==> src/rtl/fpu_issue_ctrl.sv <==
// Issue/writeback controller for the microcoded FPU: accepts one op, strobes start, waits for busy low, presents the result.
// Latency: accept -> start strobe +1 cycle -> result valid no earlier than +3 cycles; watchdog forces completion after TIMEOUT wait cycles.
// Backpressure: issueReady_o only in IDLE; the result is held in DONE until wbReady_i or a flush.
module fpu_issue_ctrl #(
    parameter int TIMEOUT = 64,
    parameter int CNT_W   = $clog2(TIMEOUT) + 1
) (
    input  logic        clk_i,
    input  logic        reset_i,
    input  logic        issueValid_i,
    output logic        issueReady_o,
    input  logic [29:0] instr_i,
    input  logic [31:0] rs1_i,
    input  logic [31:0] rs2_i,
    input  logic [31:0] rs3_i,
    input  logic [4:0]  rd_i,
    input  logic        flush_i,
    output logic        fpuEnable_o,
    output logic [29:0] fpuInstr_o,
    output logic [31:0] fpuRs1_o,
    output logic [31:0] fpuRs2_o,
    output logic [31:0] fpuRs3_o,
    input  logic        fpuBusy_i,
    input  logic [31:0] fpuOut_i,
    output logic        wbValid_o,
    input  logic        wbReady_i,
    output logic [4:0]  wbRd_o,
    output logic [31:0] wbData_o,
    output logic        timeout_o,
    output logic [31:0] opCount_o
);

    typedef enum logic [1:0] {
        IDLE  = 2'd0,
        ISSUE = 2'd1,
        WAIT  = 2'd2,
        DONE  = 2'd3
    } state_t;

    localparam logic [CNT_W-1:0] CNT_LAST  = CNT_W'(TIMEOUT - 1);
    localparam logic [31:0]      CANON_NAN = 32'h7FC0_0000;

    state_t           state;
    state_t           state_nxt;
    logic [CNT_W-1:0] wd_cnt;
    logic             discard;
    logic             accept;
    logic             wait_done;
    logic             wait_tmo;
    logic             drop;

    always_ff @(posedge clk_i) begin
        if (!reset_i) begin
            state <= IDLE;
        end else begin
            state <= state_nxt;
        end
    end

    always_comb begin
        state_nxt    = state;
        issueReady_o = 1'b0;
        fpuEnable_o  = 1'b0;
        wbValid_o    = 1'b0;
        accept       = 1'b0;
        wait_done    = 1'b0;
        wait_tmo     = 1'b0;
        // A flush in the exit cycle discards just like an earlier one.
        drop         = discard | flush_i;
        case (state)
            IDLE: begin
                issueReady_o = 1'b1;
                if (issueValid_i && !flush_i) begin
                    accept    = 1'b1;
                    state_nxt = ISSUE;
                end
            end
            ISSUE: begin
                fpuEnable_o = 1'b1;
                state_nxt   = WAIT;
            end
            WAIT: begin
                if (!fpuBusy_i) begin
                    wait_done = 1'b1;
                    state_nxt = drop ? IDLE : DONE;
                end else if (wd_cnt == CNT_LAST) begin
                    wait_tmo  = 1'b1;
                    state_nxt = drop ? IDLE : DONE;
                end
            end
            DONE: begin
                wbValid_o = 1'b1;
                if (flush_i || wbReady_i) begin
                    state_nxt = IDLE;
                end
            end
            default: state_nxt = IDLE;
        endcase
    end

    always_ff @(posedge clk_i) begin
        if (!reset_i) begin
            fpuInstr_o <= '0;
            fpuRs1_o   <= '0;
            fpuRs2_o   <= '0;
            fpuRs3_o   <= '0;
            wbRd_o     <= '0;
            wbData_o   <= '0;
            timeout_o  <= 1'b0;
            opCount_o  <= '0;
            discard    <= 1'b0;
            wd_cnt     <= '0;
        end else begin
            if (accept) begin
                fpuInstr_o <= instr_i;
                fpuRs1_o   <= rs1_i;
                fpuRs2_o   <= rs2_i;
                fpuRs3_o   <= rs3_i;
                wbRd_o     <= rd_i;
                discard    <= 1'b0;
            end

            if (state == ISSUE) begin
                wd_cnt <= '0;
            end else if (state == WAIT) begin
                wd_cnt <= wd_cnt + 1'b1;
            end

            // The FPU is never aborted; a flush only marks the result for dropping.
            if ((state == ISSUE || state == WAIT) && flush_i) begin
                discard <= 1'b1;
            end

            if (wait_done) begin
                wbData_o <= fpuOut_i;
            end
            if (wait_tmo) begin
                timeout_o <= 1'b1;
                wbData_o  <= CANON_NAN;
            end

            // Counted on entry to DONE; a flush in DONE takes the count back.
            if ((wait_done || wait_tmo) && !drop) begin
                opCount_o <= opCount_o + 32'd1;
            end else if (state == DONE && flush_i) begin
                opCount_o <= opCount_o - 32'd1;
            end
        end
    end

endmodule

==> config.mk <==
export PLATFORM = sky130hd
export DESIGN_NAME = fpu_issue_ctrl
export DESIGN_NICKNAME = d
export VERILOG_FILES = /design/src/rtl/fpu_issue_ctrl.sv
export SDC_FILE = /design/constraint.sdc
export NUM_CORES = 1
export LEC_CHECK = 0
export BUFFER_PORTS_ARGS = -buffer_cell sky130_fd_sc_hd__buf_2
export CORE_ASPECT_RATIO = 1.1
export CORE_MARGIN = 2
export CORE_UTILIZATION = 35
export CTS_BUF_LIST = sky130_fd_sc_hd__clkbuf_8
export CTS_CLUSTER_SIZE = 20
export DETAILED_ROUTE_END_ITERATION = 16
export MAX_ROUTING_LAYER = met4
export PLACE_DENSITY = 0.63
export SLEW_MARGIN = 20
export SYNTH_ARGS = -nofsm -noshare
export SYNTH_HDL_FRONTEND = slang
export SYNTH_SLANG_ARGS = --single-unit
==> constraint.sdc <==
create_clock -name clk_i -period 4.2 [get_ports clk_i]
set_input_delay 0.42 -clock clk_i [delete_from_list [all_inputs] [get_ports clk_i]]
set_output_delay 0.42 -clock clk_i [all_outputs]
set_load 0.005 [all_outputs]
# Word level (Yosys, flattened, before mapping)

Index checks and enable logic that the tools add are counted.

Add/sub/neg operators: 3
Eq/ne operators: 7
Muxes and demuxes: 22
Bitwise operators: 2
Reduce and logical (&&, ||, !) cells: 16

Operator list:

| kind                                                                  | count |
|---|---|
| 32-bit 2-to-1 mux                                                     | 2 |
| 31-bit 2-to-1 mux                                                     | 2 |
| 32-bit by 1-bit adder with 32-bit output, second input constant       | 1 |
| 32-bit by 1-bit subtractor with 32-bit output, second input constant  | 1 |
| 1-bit 2-to-1 mux                                                      | 12 |
| 2-bit 2-to-1 mux                                                      | 5 |
| 2-bit case mux with 4 select lines                                    | 1 |
| 7-bit by 1-bit adder with 7-bit output, second input constant         | 1 |
| 7-bit by 6-bit equality test with 1-bit output, second input constant | 1 |
| 2-bit nonzero test                                                    | 3 |
| 2-bit equality test, second input constant                            | 2 |
| 1-bit logical AND                                                     | 4 |
| 2-bit inequality test, second input constant                          | 2 |
| 2-bit OR reduction                                                    | 2 |
| 1-bit logical OR                                                      | 3 |
| 3-bit inequality test, second input constant                          | 1 |
| 3-bit AND reduction                                                   | 1 |
| 2-bit by 1-bit equality test with 1-bit output, second input constant | 1 |
| 1-bit logical NOT                                                     | 2 |
| 2-bit logical NOT                                                     | 1 |
| 1-bit NOT                                                             | 1 |
| 1-bit OR                                                              | 1 |

Bits in registers: 206
Input bits: 169
Output and inout bits: 199
Logic and storage cells: 62

# Depth between registers and ports, before layout

Gate-level depths: netlist (run 1).

Depth in word-level cells: 7
Gate-level depth with buffers: 13
Depth with buffers taken out: 13

# Least setup slack after synthesis (run 1)

No wires, ideal clock.

Kind: reg2reg
Start point: reg state[0]
End point: reg opCount_o[16]
Setup time: 0.122 ns
Arrival time: 3.168 ns
Data required time: 4.078 ns
Setup slack: 0.910 ns
Cell stages (with the launch flop): 14
Path buffers: 1
Clock period less this slack: 3.290 ns
Cell sequence: dfxtp_1 inv_1 ha_1 or3b_4 or2_4 ha_1 buf_6 nand4_1 nor2_1 a21boi_1 o21ai_1 a31oi_1 mux2_1 a311o_1

Longest elaborated chain between the ends: 5
Elaborated cells on any way between the ends: 9
Classes of those cells: eq/ne (2); mux (3); reduce/logical (4)

RTL lines:

| what                                                           | line | RTL |
|---|---|---|
| start, declared                                                | 43   | `state_t state;` |
| start signal, assigned                                         | 56   | `state <= state_nxt;` |
| 2-bit equality test                                            | 70   | `case (state)` |
| 1-bit 2-to-1 mux                                               | 70   |  |
| 1-bit logical OR                                               | 143  | `if ((wait_done \|\| wait_tmo) && !drop) begin` |
| 1-bit logical AND                                              | 143  |  |
| 32-bit 2-to-1 mux / 2-bit nonzero test (equally long branches) | n/a  |  |
| end signal, assigned                                           | 144  | `opCount_o <= opCount_o + 32'd1;` |
| end signal, assigned                                           | 146  | `opCount_o <= opCount_o - 32'd1;` |
| end, declared                                                  | 30   | `output logic [31:0] opCount_o` |

Several ways; a longest one is shown, not always the timed one.
A chain may end at the register's enable or synchronous reset.

# Worst setup path in the final report (run 1)

Ends and elaborated chain as after synthesis.

==> impl_metrics.env, run 1 <==
export IMPL_clk_latency_ps=540
export IMPL_synthesis_area_um2=9110
export IMPL_crit_type="reg2reg"
export IMPL_setup_tns_ps=0
export IMPL_drt_iter0_markers=488
export IMPL_crit_fanout=33
export IMPL_p_leak_nw=5.67
export IMPL_detail_route_antenna_nets=0
export IMPL_core_area_um2=25400
export IMPL_arrival_ps=4110
export IMPL_vias_per_cell=4.91
export IMPL_syn_to_final_growth_pct=32.5
export IMPL_cts_root_buffer="clkbuf_8"
export IMPL_maxSlewViolCount=0
export IMPL_place_congestion=0.891
export IMPL_detail_route_first_pass_iterations=5
export IMPL_period_share=0.879
export IMPL_synth_fp_nets=1375
export IMPL_grt_pass1_wl_um=45500
export IMPL_synthCells=1170
export IMPL_cts_buffers=39
export IMPL_pwr_share_comb=0.404
export IMPL_finalWirelength_um=29300
export IMPL_max_cap_viol_count=0
export IMPL_track_usage=0.212
export IMPL_switching_power_mw=2.76
export IMPL_holdCritStartpoint="rs3_i[8]"
export IMPL_ys_ff_latch=206
export IMPL_clk_pin_slew_ps=60
export IMPL_hpwl_um=20900
export IMPL_grt_pass1_vias=8877
export IMPL_setup_viol=0
export IMPL_rr_endpoint="opCount_o[16]$_SDFFE_PN0P_"
export IMPL_ios=368
export IMPL_rrSetupSlack_ps=510
export IMPL_htreeDepth=2
export IMPL_hold_violations=0
export IMPL_min_path_type="in2reg"
export IMPL_rsz0062_at_grt="false"
export IMPL_num_nets_final=1717
export IMPL_switching_share=0.373
export IMPL_final_area_um2=12100
export IMPL_placed_cell_area_um2=11200
export IMPL_io_buffers=367
export IMPL_start_util=0.358
export IMPL_clockBufferDepth=3
export IMPL_worst_clock_skew_ps=14.1
export IMPL_crit_path_end_kind="flop"
export IMPL_p_seq_frac=0.313
export IMPL_drive_gt1_frac=0.304
export IMPL_drc=0
export IMPL_max_freq_mhz=271
export IMPL_die_w_um=158
export IMPL_start_kind="flop"
export IMPL_period_needed_ps=3690
export IMPL_relSlewSlack=0.319
export IMPL_whs_path_depth=3
export IMPL_vias=9283
export IMPL_wl_per_cell_um=15.5
export IMPL_synthArstFlopShare=0
export IMPL_fill_cells=2616
export IMPL_register_area_um2=4120
export IMPL_post_cts_buffers=0
export IMPL_synthFlopType="dfxtp_1"
export IMPL_worstPathRequired_ps=4620
export IMPL_die_height_um=173
export IMPL_reg2reg_from="state[0]$_SDFFE_PN0P_"
export IMPL_pwr_share_clk=0.282
export IMPL_status="complete, no violations"
export IMPL_die_area_um2=27300
export IMPL_synth_yosys_warnings=0
export IMPL_grt_max_degree=117
export IMPL_grt_remaining_overflow=0
export IMPL_core_rowCount=61
export IMPL_ys_types=65
export IMPL_postCtsHoldBufs=0
export IMPL_cts_tree="yes"
export IMPL_syn_avg_cell_area_um2=7.79
export IMPL_multi_input_area_um2=4610
export IMPL_synth_edff_count=0
export IMPL_p_total_mw=7.41
export IMPL_seq_area_frac_synth=0.453
export IMPL_antenna_found_initial=3
export IMPL_hold_path_end="fpuRs3_o[8]$_SDFFE_PN0P_"
export IMPL_worst_pin_slew_ps=1020
export IMPL_peakVddDrop_mv=0.297
export IMPL_r2r_cells=12
export IMPL_internal_power_mw=4.65
export IMPL_post_cts_resized=0
export IMPL_p_per_area_nw_per_um2=614
export IMPL_cts_sinks=206
-- metal layers --
metal	global-route usage	share of wire
met5	-	0
met4	0.0655	0.024
met3	0.0538	0.076
met2	0.341	0.47
met1	0.260	0.43
-- logic make-up after synthesis --
group / after synthesis / synth area share
AOI/OAI and AO/OA: 314 / 0.203
xor gates and xnor gates: 24 / 0.0231
adders and majority gates: 36 / 0.0503
buffers and inverters: 96 / 0.0427
DFF: 206 / 0.453
muxes: 5 / 0.00577
and+or+nand+nor: 489 / 0.223
-- power by group through the flow --
stage	Sequential (mW)	Combinational [mW]	Clock, mW
finish	2.32	2.99	2.09
global route	2.35	3.33	2.24
CTS	2.32	2.99	2.15
detailed placement	2.36	2.98	0
global placement	2.36	2.97	0
floorplan	2.37	2.12	0
-- through the flow --
stage	setup WS [ps]	hold slack, ps	util	instances
floorplan	910	442	-	1170
global placement	650	433	0.441	1817
detailed placement	551	443	0.441	1817
CTS	539	92.3	0.475	1888
global route	283	87.1	0.475	1891
finish	510	119	0.475	1891
-- how the worst max path moves through the flow --
stage / start / endpoint
2_1_floorplan: state[0]$_SDFFE_PN0P_ / opCount_o[16]$_SDFFE_PN0P_
3_3_place_gp: state[0]$_SDFFE_PN0P_ / opCount_o[16]$_SDFFE_PN0P_
3_5_place_dp: state[0]$_SDFFE_PN0P_ / opCount_o[16]$_SDFFE_PN0P_
4_1_cts: state[0]$_SDFFE_PN0P_ / opCount_o[16]$_SDFFE_PN0P_
5_1_grt: wd_cnt[0]$_SDFFE_PP0P_ / opCount_o[16]$_SDFFE_PN0P_
6_report: state[0]$_SDFFE_PN0P_ / opCount_o[16]$_SDFFE_PN0P_
-- layout make-up --
type,instances,share of cell area
clock buffer,54,0.0616
sequential,206,0.342
inverter,19,0.00611
clock inverter,17,0.00902
antenna,3,0.000622
tap,346,0.0359
timing repair buffer,378,0.163
multi-input combinational,868,0.382
-- registers in the layout (all words and copies together), names as in the netlist --
| name | count |
|---|---|
| wd_cnt | 7 |
| timeout_o | 1 |
| opCount_o | 32 |
| wbRd_o | 5 |
| wbData_o | 32 |
| fpuInstr_o | 30 |
| state | 2 |
| discard | 1 |
| fpuRs1_o | 32 |
| fpuRs2_o | 32 |
| fpuRs3_o | 32 |
-- worst max-delay path: stages, from the launching register on --
cell      delay (ps)
dfxtp_1          340
inv_1            100
ha_1             180
or3b_4           420
or2_4            430
ha_1             490
nand4_1          160
nor2_1           230
a21boi_1         240
o21ai_1          130
a31oi_1          210
mux2_1           330
a311o_1          310
-- synthesized netlist by cell type, drive strengths merged, types with 8 or more instances --
cell type / n / area [µm²]
ha: 35 / 438
and3: 10 / 63.8
xor2: 10 / 87.6
xnor2: 14 / 123
nand4: 11 / 75.1
o21ai: 29 / 145
a21oi: 209 / 1060
dfxtp: 206 / 4120
buf: 15 / 85.1
a21o: 18 / 135
a31oi: 16 / 115
nand2: 385 / 1450
inv: 19 / 71.3
nor3: 8 / 40.0
nor2: 32 / 123
clkbuf: 62 / 233
nand3: 19 / 100
-- placed cells by master (no fill, tap or decap), drive strengths merged, types with 4 or more instances in the layout --
master,count
nand2,385
clkinv,5
nand4,11
nor2,32
nand3,19
o211ai,4
ha,35
a21o,18
and3,10
a31oi,16
xnor2,14
clkbuf,54
xor2,10
a21oi,209
buf,378
a211oi,7
dfxtp,206
inv,29
o21ai,29
nor3,8
(Power assumes the default switching activity.)
==> inputs of run 2 (changes only) <==
clock period = 3.9 ns   (was 4.2 ns; I/O delays follow)
==> impl_metrics.env, run 2 (synthesized netlist as in run 1, its figures left out) <==
export IMPL_peakVddDrop_mv=0.294
export IMPL_hold_violations=0
export IMPL_cts_root_buffer="clkbuf_8"
export IMPL_grt_remaining_overflow=0
export IMPL_drc=0
export IMPL_core_area_um2=25400
export IMPL_whs_path_depth=3
export IMPL_vias=9221
export IMPL_die_area_um2=27300
export IMPL_num_nets_final=1714
export IMPL_worst_pin_slew_ps=850
export IMPL_crit_type="reg2reg"
export IMPL_detail_route_first_pass_iterations=4
export IMPL_htreeDepth=2
export IMPL_die_w_um=158
export IMPL_grt_pass1_wl_um=45000
export IMPL_syn_to_final_growth_pct=30.8
export IMPL_ios=368
export IMPL_worstPathRequired_ps=4300
export IMPL_start_kind="flop"
export IMPL_p_leak_nw=5.60
export IMPL_p_per_area_nw_per_um2=647
export IMPL_p_total_mw=7.71
export IMPL_r2r_cells=12
export IMPL_wl_per_cell_um=15.4
export IMPL_grt_pass1_vias=8744
export IMPL_clk_pin_slew_ps=60
export IMPL_period_share=0.950
export IMPL_die_height_um=173
export IMPL_dp_slack_ps=234
export IMPL_core_rowCount=61
export IMPL_worst_clock_skew_ps=18.3
export IMPL_max_freq_mhz=270
export IMPL_post_cts_buffers=0
export IMPL_max_cap_viol_count=0
export IMPL_setup_ws_ps=194
export IMPL_crit_path_end_kind="flop"
export IMPL_final_common_cell="nand2_1"
export IMPL_clockBufferDepth=3
export IMPL_start_util=0.358
export IMPL_hpwl_um=20500
export IMPL_period_needed_ps=3710
export IMPL_antenna_found_initial=2
export IMPL_relSlewSlack=0.432
export IMPL_post_cts_resized=0
export IMPL_reg2reg_from="state[0]$_SDFFE_PN0P_"
export IMPL_setup_tns_ps=0
export IMPL_cts_tree="yes"
export IMPL_min_path_type="in2reg"
export IMPL_final_area_um2=11900
export IMPL_status="complete, no violations"
export IMPL_arrival_ps=4110
export IMPL_drt_iter0_markers=457
export IMPL_rr_endpoint="opCount_o[16]$_SDFFE_PN0P_"
export IMPL_detail_route_antenna_nets=0
export IMPL_crit_fanout=33
export IMPL_clk_latency_ps=520
export IMPL_cts_sinks=206
export IMPL_vias_per_cell=4.90
export IMPL_drive_gt1_frac=0.297
export IMPL_holdCritStartpoint="rs3_i[14]"
export IMPL_postCtsHoldBufs=0
export IMPL_cts_buffers=37
export IMPL_io_buffers=367
export IMPL_finalWirelength_um=29000
export IMPL_maxSlewViolCount=0
export IMPL_track_usage=0.210
export IMPL_rsz0062_at_grt="false"
export IMPL_rrSetupSlack_ps=190
export IMPL_layoutNonFillerInstCount=1881
export IMPL_setup_viol=0
export IMPL_placed_cell_area_um2=11200
export IMPL_grt_max_degree=132
export IMPL_dp_cells=1816
export IMPL_hold_path_end="fpuRs3_o[14]$_SDFFE_PN0P_"
export IMPL_place_congestion=0.888
export IMPL_most_common_layout_cells="385 x nand2_1, 367 x buf_2, 206 x dfxtp_1"
-- run 2: cell count changes in the layout (fill, tap and decap cells not counted) --
cell,change
clkinv_2,-1
diode_2,-1
clkbuf_8,-10
clkinvlp_4,-1
buf_12,-1
inv_1,+4
-- run 2: worst max-delay path, cell delays in order (launching register included) --
cell and delay [ps]:
dfxtp_1 350, inv_1 90, ha_1 170, or3b_4 410
or2_4 430, ha_1 490, nand4_1 150, nor2_1 250
a21boi_1 240, o21ai_1 120, a31oi_1 200, mux2_1 340
a311o_1 310
-- run 2: stage by stage --
step,util,hold slack [ps]
CTS,0.469,68.7
detailed placement,0.440,437
global placement,0.440,433
finish,0.469,99.7
global route,0.469,85.3
floorplan,-,442
-- run 2: worst max path at each step --
| stage | cells after the start | start | to |
|---|---|---|---|
| after floorplan | 13 | state[0]$_SDFFE_PN0P_ | opCount_o[16]$_SDFFE_PN0P_ |
| after global placement | 12 | state[0]$_SDFFE_PN0P_ | opCount_o[16]$_SDFFE_PN0P_ |
| after detailed placement | 12 | state[0]$_SDFFE_PN0P_ | opCount_o[16]$_SDFFE_PN0P_ |
| after CTS | 12 | state[0]$_SDFFE_PN0P_ | opCount_o[16]$_SDFFE_PN0P_ |
| after global routing | 11 | state[1]$_SDFFE_PN0P_ | opCount_o[16]$_SDFFE_PN0P_ |
| final | 12 | state[0]$_SDFFE_PN0P_ | opCount_o[16]$_SDFFE_PN0P_ |
-- run 2: layout make-up --
type / instances / area [µm²]
inverter: 19 / 73.8
timing repair buffer: 377 / 1950
antenna: 2 / 5.00
clock inverter: 19 / 111
tap: 346 / 433
multi-input combinational: 868 / 4610
sequential: 206 / 4120
clock buffer: 44 / 606
fill: 2614 / 13500
-- run 2: routing by layer --
layer / track usage / routed length [µm]
met2: 0.334 / 13400
met5: - / 0
met3: 0.0500 / 2110
met1: 0.256 / 12400
met4: 0.0837 / 1160
-- run 2: power by group --
part,internal [mW],switching [mW],total (mW)
Combinational,1.34,1.88,3.22
Clock,1.09,0.898,1.99
Sequential,2.35,0.152,2.51
Total,4.78,2.93,7.71
==> inputs of run 3 (changes only) <==
clock period = 3.6 ns   (was 3.9 ns; I/O delays follow)
==> impl_metrics.env, run 3 (synthesized netlist as in run 1, its figures left out) <==
export IMPL_start_util=0.358
export IMPL_setup_viol=0
export IMPL_path_depth=13
export IMPL_clk_latency_ps=530
export IMPL_htreeDepth=2
export IMPL_crit_start="state[0]$_SDFFE_PN0P_"
export IMPL_grt_pass1_wl_um=46000
export IMPL_p_total_mw=8.50
export IMPL_holdCritStartpoint="rs1_i[6]"
export IMPL_cts_tree="yes"
export IMPL_reg2reg_from="state[0]$_SDFFE_PN0P_"
export IMPL_status="complete, no violations"
export IMPL_io_buffers=367
export IMPL_worstPathRequired_ps=4020
export IMPL_switching_share=0.382
export IMPL_track_usage=0.215
export IMPL_max_cap_viol_count=0
export IMPL_hold_violations=0
export IMPL_maxSlewViolCount=0
export IMPL_die_area_um2=27300
export IMPL_cts_root_buffer="clkbuf_8"
export IMPL_drc=0
export IMPL_hpwl_um=21200
export IMPL_cts_buffers=37
export IMPL_p_leak_nw=5.65
export IMPL_clockBufferDepth=3
export IMPL_wl_met2_um=14200
export IMPL_max_freq_mhz=289
export IMPL_place_congestion=0.907
export IMPL_finalWirelength_um=30000
export IMPL_drt_iter0_markers=482
export IMPL_p_seq_frac=0.319
export IMPL_pwr_share_clk=0.251
export IMPL_multi_input_area_um2=4700
export IMPL_die_w_um=158
export IMPL_peakVddDrop_mv=0.348
export IMPL_period_share=0.960
export IMPL_period_needed_ps=3460
export IMPL_grt_remaining_overflow=0
export IMPL_vias_per_cell=4.93
export IMPL_core_rowCount=61
export IMPL_clk_pin_slew_ps=60
export IMPL_switching_power_mw=3.25
export IMPL_rrSetupSlack_ps=140
export IMPL_rr_endpoint="opCount_o[21]$_SDFFE_PN0P_"
export IMPL_start_kind="flop"
export IMPL_register_area_um2=4120
export IMPL_critPathBufInv=2
export IMPL_core_area_um2=25400
export IMPL_drive_gt1_frac=0.308
export IMPL_fill_cells=2628
export IMPL_arrival_ps=3880
export IMPL_die_height_um=173
export IMPL_worst_clock_skew_ps=10.3
export IMPL_antenna_found_initial=2
export IMPL_crit_path_frequent_cell="ha_1"
export IMPL_setup_ws_ps=142
export IMPL_maxUsedRoutingLayer="met4"
export IMPL_most_common_layout_cells="385 x nand2_1, 367 x buf_2, 206 x dfxtp_1"
export IMPL_vias=9316
export IMPL_detail_route_first_pass_iterations=4
export IMPL_syn_to_final_growth_pct=32.4
export IMPL_num_nets_final=1723
export IMPL_crit_path_end_kind="flop"
export IMPL_ios=368
export IMPL_worst_pin_slew_ps=846
export IMPL_cp_slowest_cell="or3b_4"
export IMPL_relSlewSlack=0.434
export IMPL_crit_fanout=7
export IMPL_min_path_type="in2reg"
export IMPL_grt_max_degree=116
export IMPL_final_common_cell="nand2_1"
export IMPL_detail_route_antenna_nets=0
export IMPL_p_per_area_nw_per_um2=704
export IMPL_dp_slack_ps=98.0
export IMPL_crit_type="reg2reg"
export IMPL_met1Wirelength_um=12800
export IMPL_cp_top_family="compound AO/OA/AOI/OAI gates"
export IMPL_internal_power_mw=5.25
export IMPL_slowest_delay_ps=430
export IMPL_cts_sinks=206
export IMPL_worstPathCellList="inv_1 > ha_1 > or3b_4 > or2_4 > buf_4 > ha_1 > a21oi_1 > o21ai_0 > a21oi_4 > nand2_1 > a311oi_2 > mux2i_1 > a31o_1"
export IMPL_endpoint="opCount_o[21]$_SDFFE_PN0P_"
export IMPL_r2r_cells=13
export IMPL_wl_per_cell_um=15.9
export IMPL_final_util=0.475
export IMPL_grt_pass1_vias=8988
export IMPL_routed_wl_met3_um=2070
export IMPL_pwr_share_comb=0.430
[run 3: changes by cell type in the layout (fill, tap and decap cells not counted), moves of 2 or more]
| cell | change |
|---|---|
| buf_4 | +6 |
| ha_1 | -6 |
| ha_2 | +5 |
| a21oi_1 | -2 |
| clkbuf_8 | +2 |
[run 3: timing repair]
item | 4_1_cts | 5_1_grt
setup endpoints to repair | 0 | 10
hold buffers | 0 | 0
resized for setup | 0 | 16
buffers inserted | 0 | 1
endpoints found under the hold margin | 0 | 0
[run 3: power groups by stage]
stage	clock, mW	sequential [mW]	combinational [mW]
finish	2.13	2.72	3.65
global route	2.31	2.75	4.05
CTS	2.22	2.71	3.54
detailed placement	0	2.76	3.52
global placement	0	2.75	3.52
floorplan	0	2.77	2.47
[run 3: cell type report]
cell class	instances	share of cell area
Clock buffer	46	0.0525
Multi-Input combinational cell	870	0.389
Antenna cell	2	0.000415
Tap cell	346	0.0359
Timing Repair Buffer	384	0.167
Sequential cell	206	0.342
Inverter	19	0.00612
Clock inverter	18	0.00716
[run 3: worst min-delay path by stage]
stage                     slack [ps]                   endpoint  cells after the start
after floorplan                  440     timeout_o$_SDFFE_PN0P_                      2
after global placement           430     timeout_o$_SDFFE_PN0P_                      2
after detailed placement         440  fpuRs1_o[18]$_SDFFE_PN0P_                      2
after CTS                         20   fpuRs3_o[1]$_SDFFE_PN0P_                      3
after global routing              40   wbData_o[7]$_SDFFE_PP0P_                      3
final                             70   fpuRs1_o[6]$_SDFFE_PN0P_                      3
[run 3: worst min-delay path, stage by stage]
cell	delay [ps]
buf_2	90
nand2_1	40
a21oi_1	50
[run 3: per-stage QoR]
step	instance area [µm²]	hold slack, ps	cells	setup TNS (ps)
floorplan	9110	442	1170	0
global placement	11300	433	1822	0
detailed placement	11300	443	1822	0
CTS	12000	22.1	1886	0
global route	12100	39.7	1891	-1.10
finish	12100	65.0	1891	0
[run 3: routing by layer]
| layer | GRT usage | vias to the layer above |
|---|---|---|
| li1 | - | 4669 |
| met1 | 0.260 | 4286 |
| met2 | 0.353 | 303 |
| met3 | 0.0515 | 58 |
| met4 | 0.0678 | 0 |
| met5 | - | - |
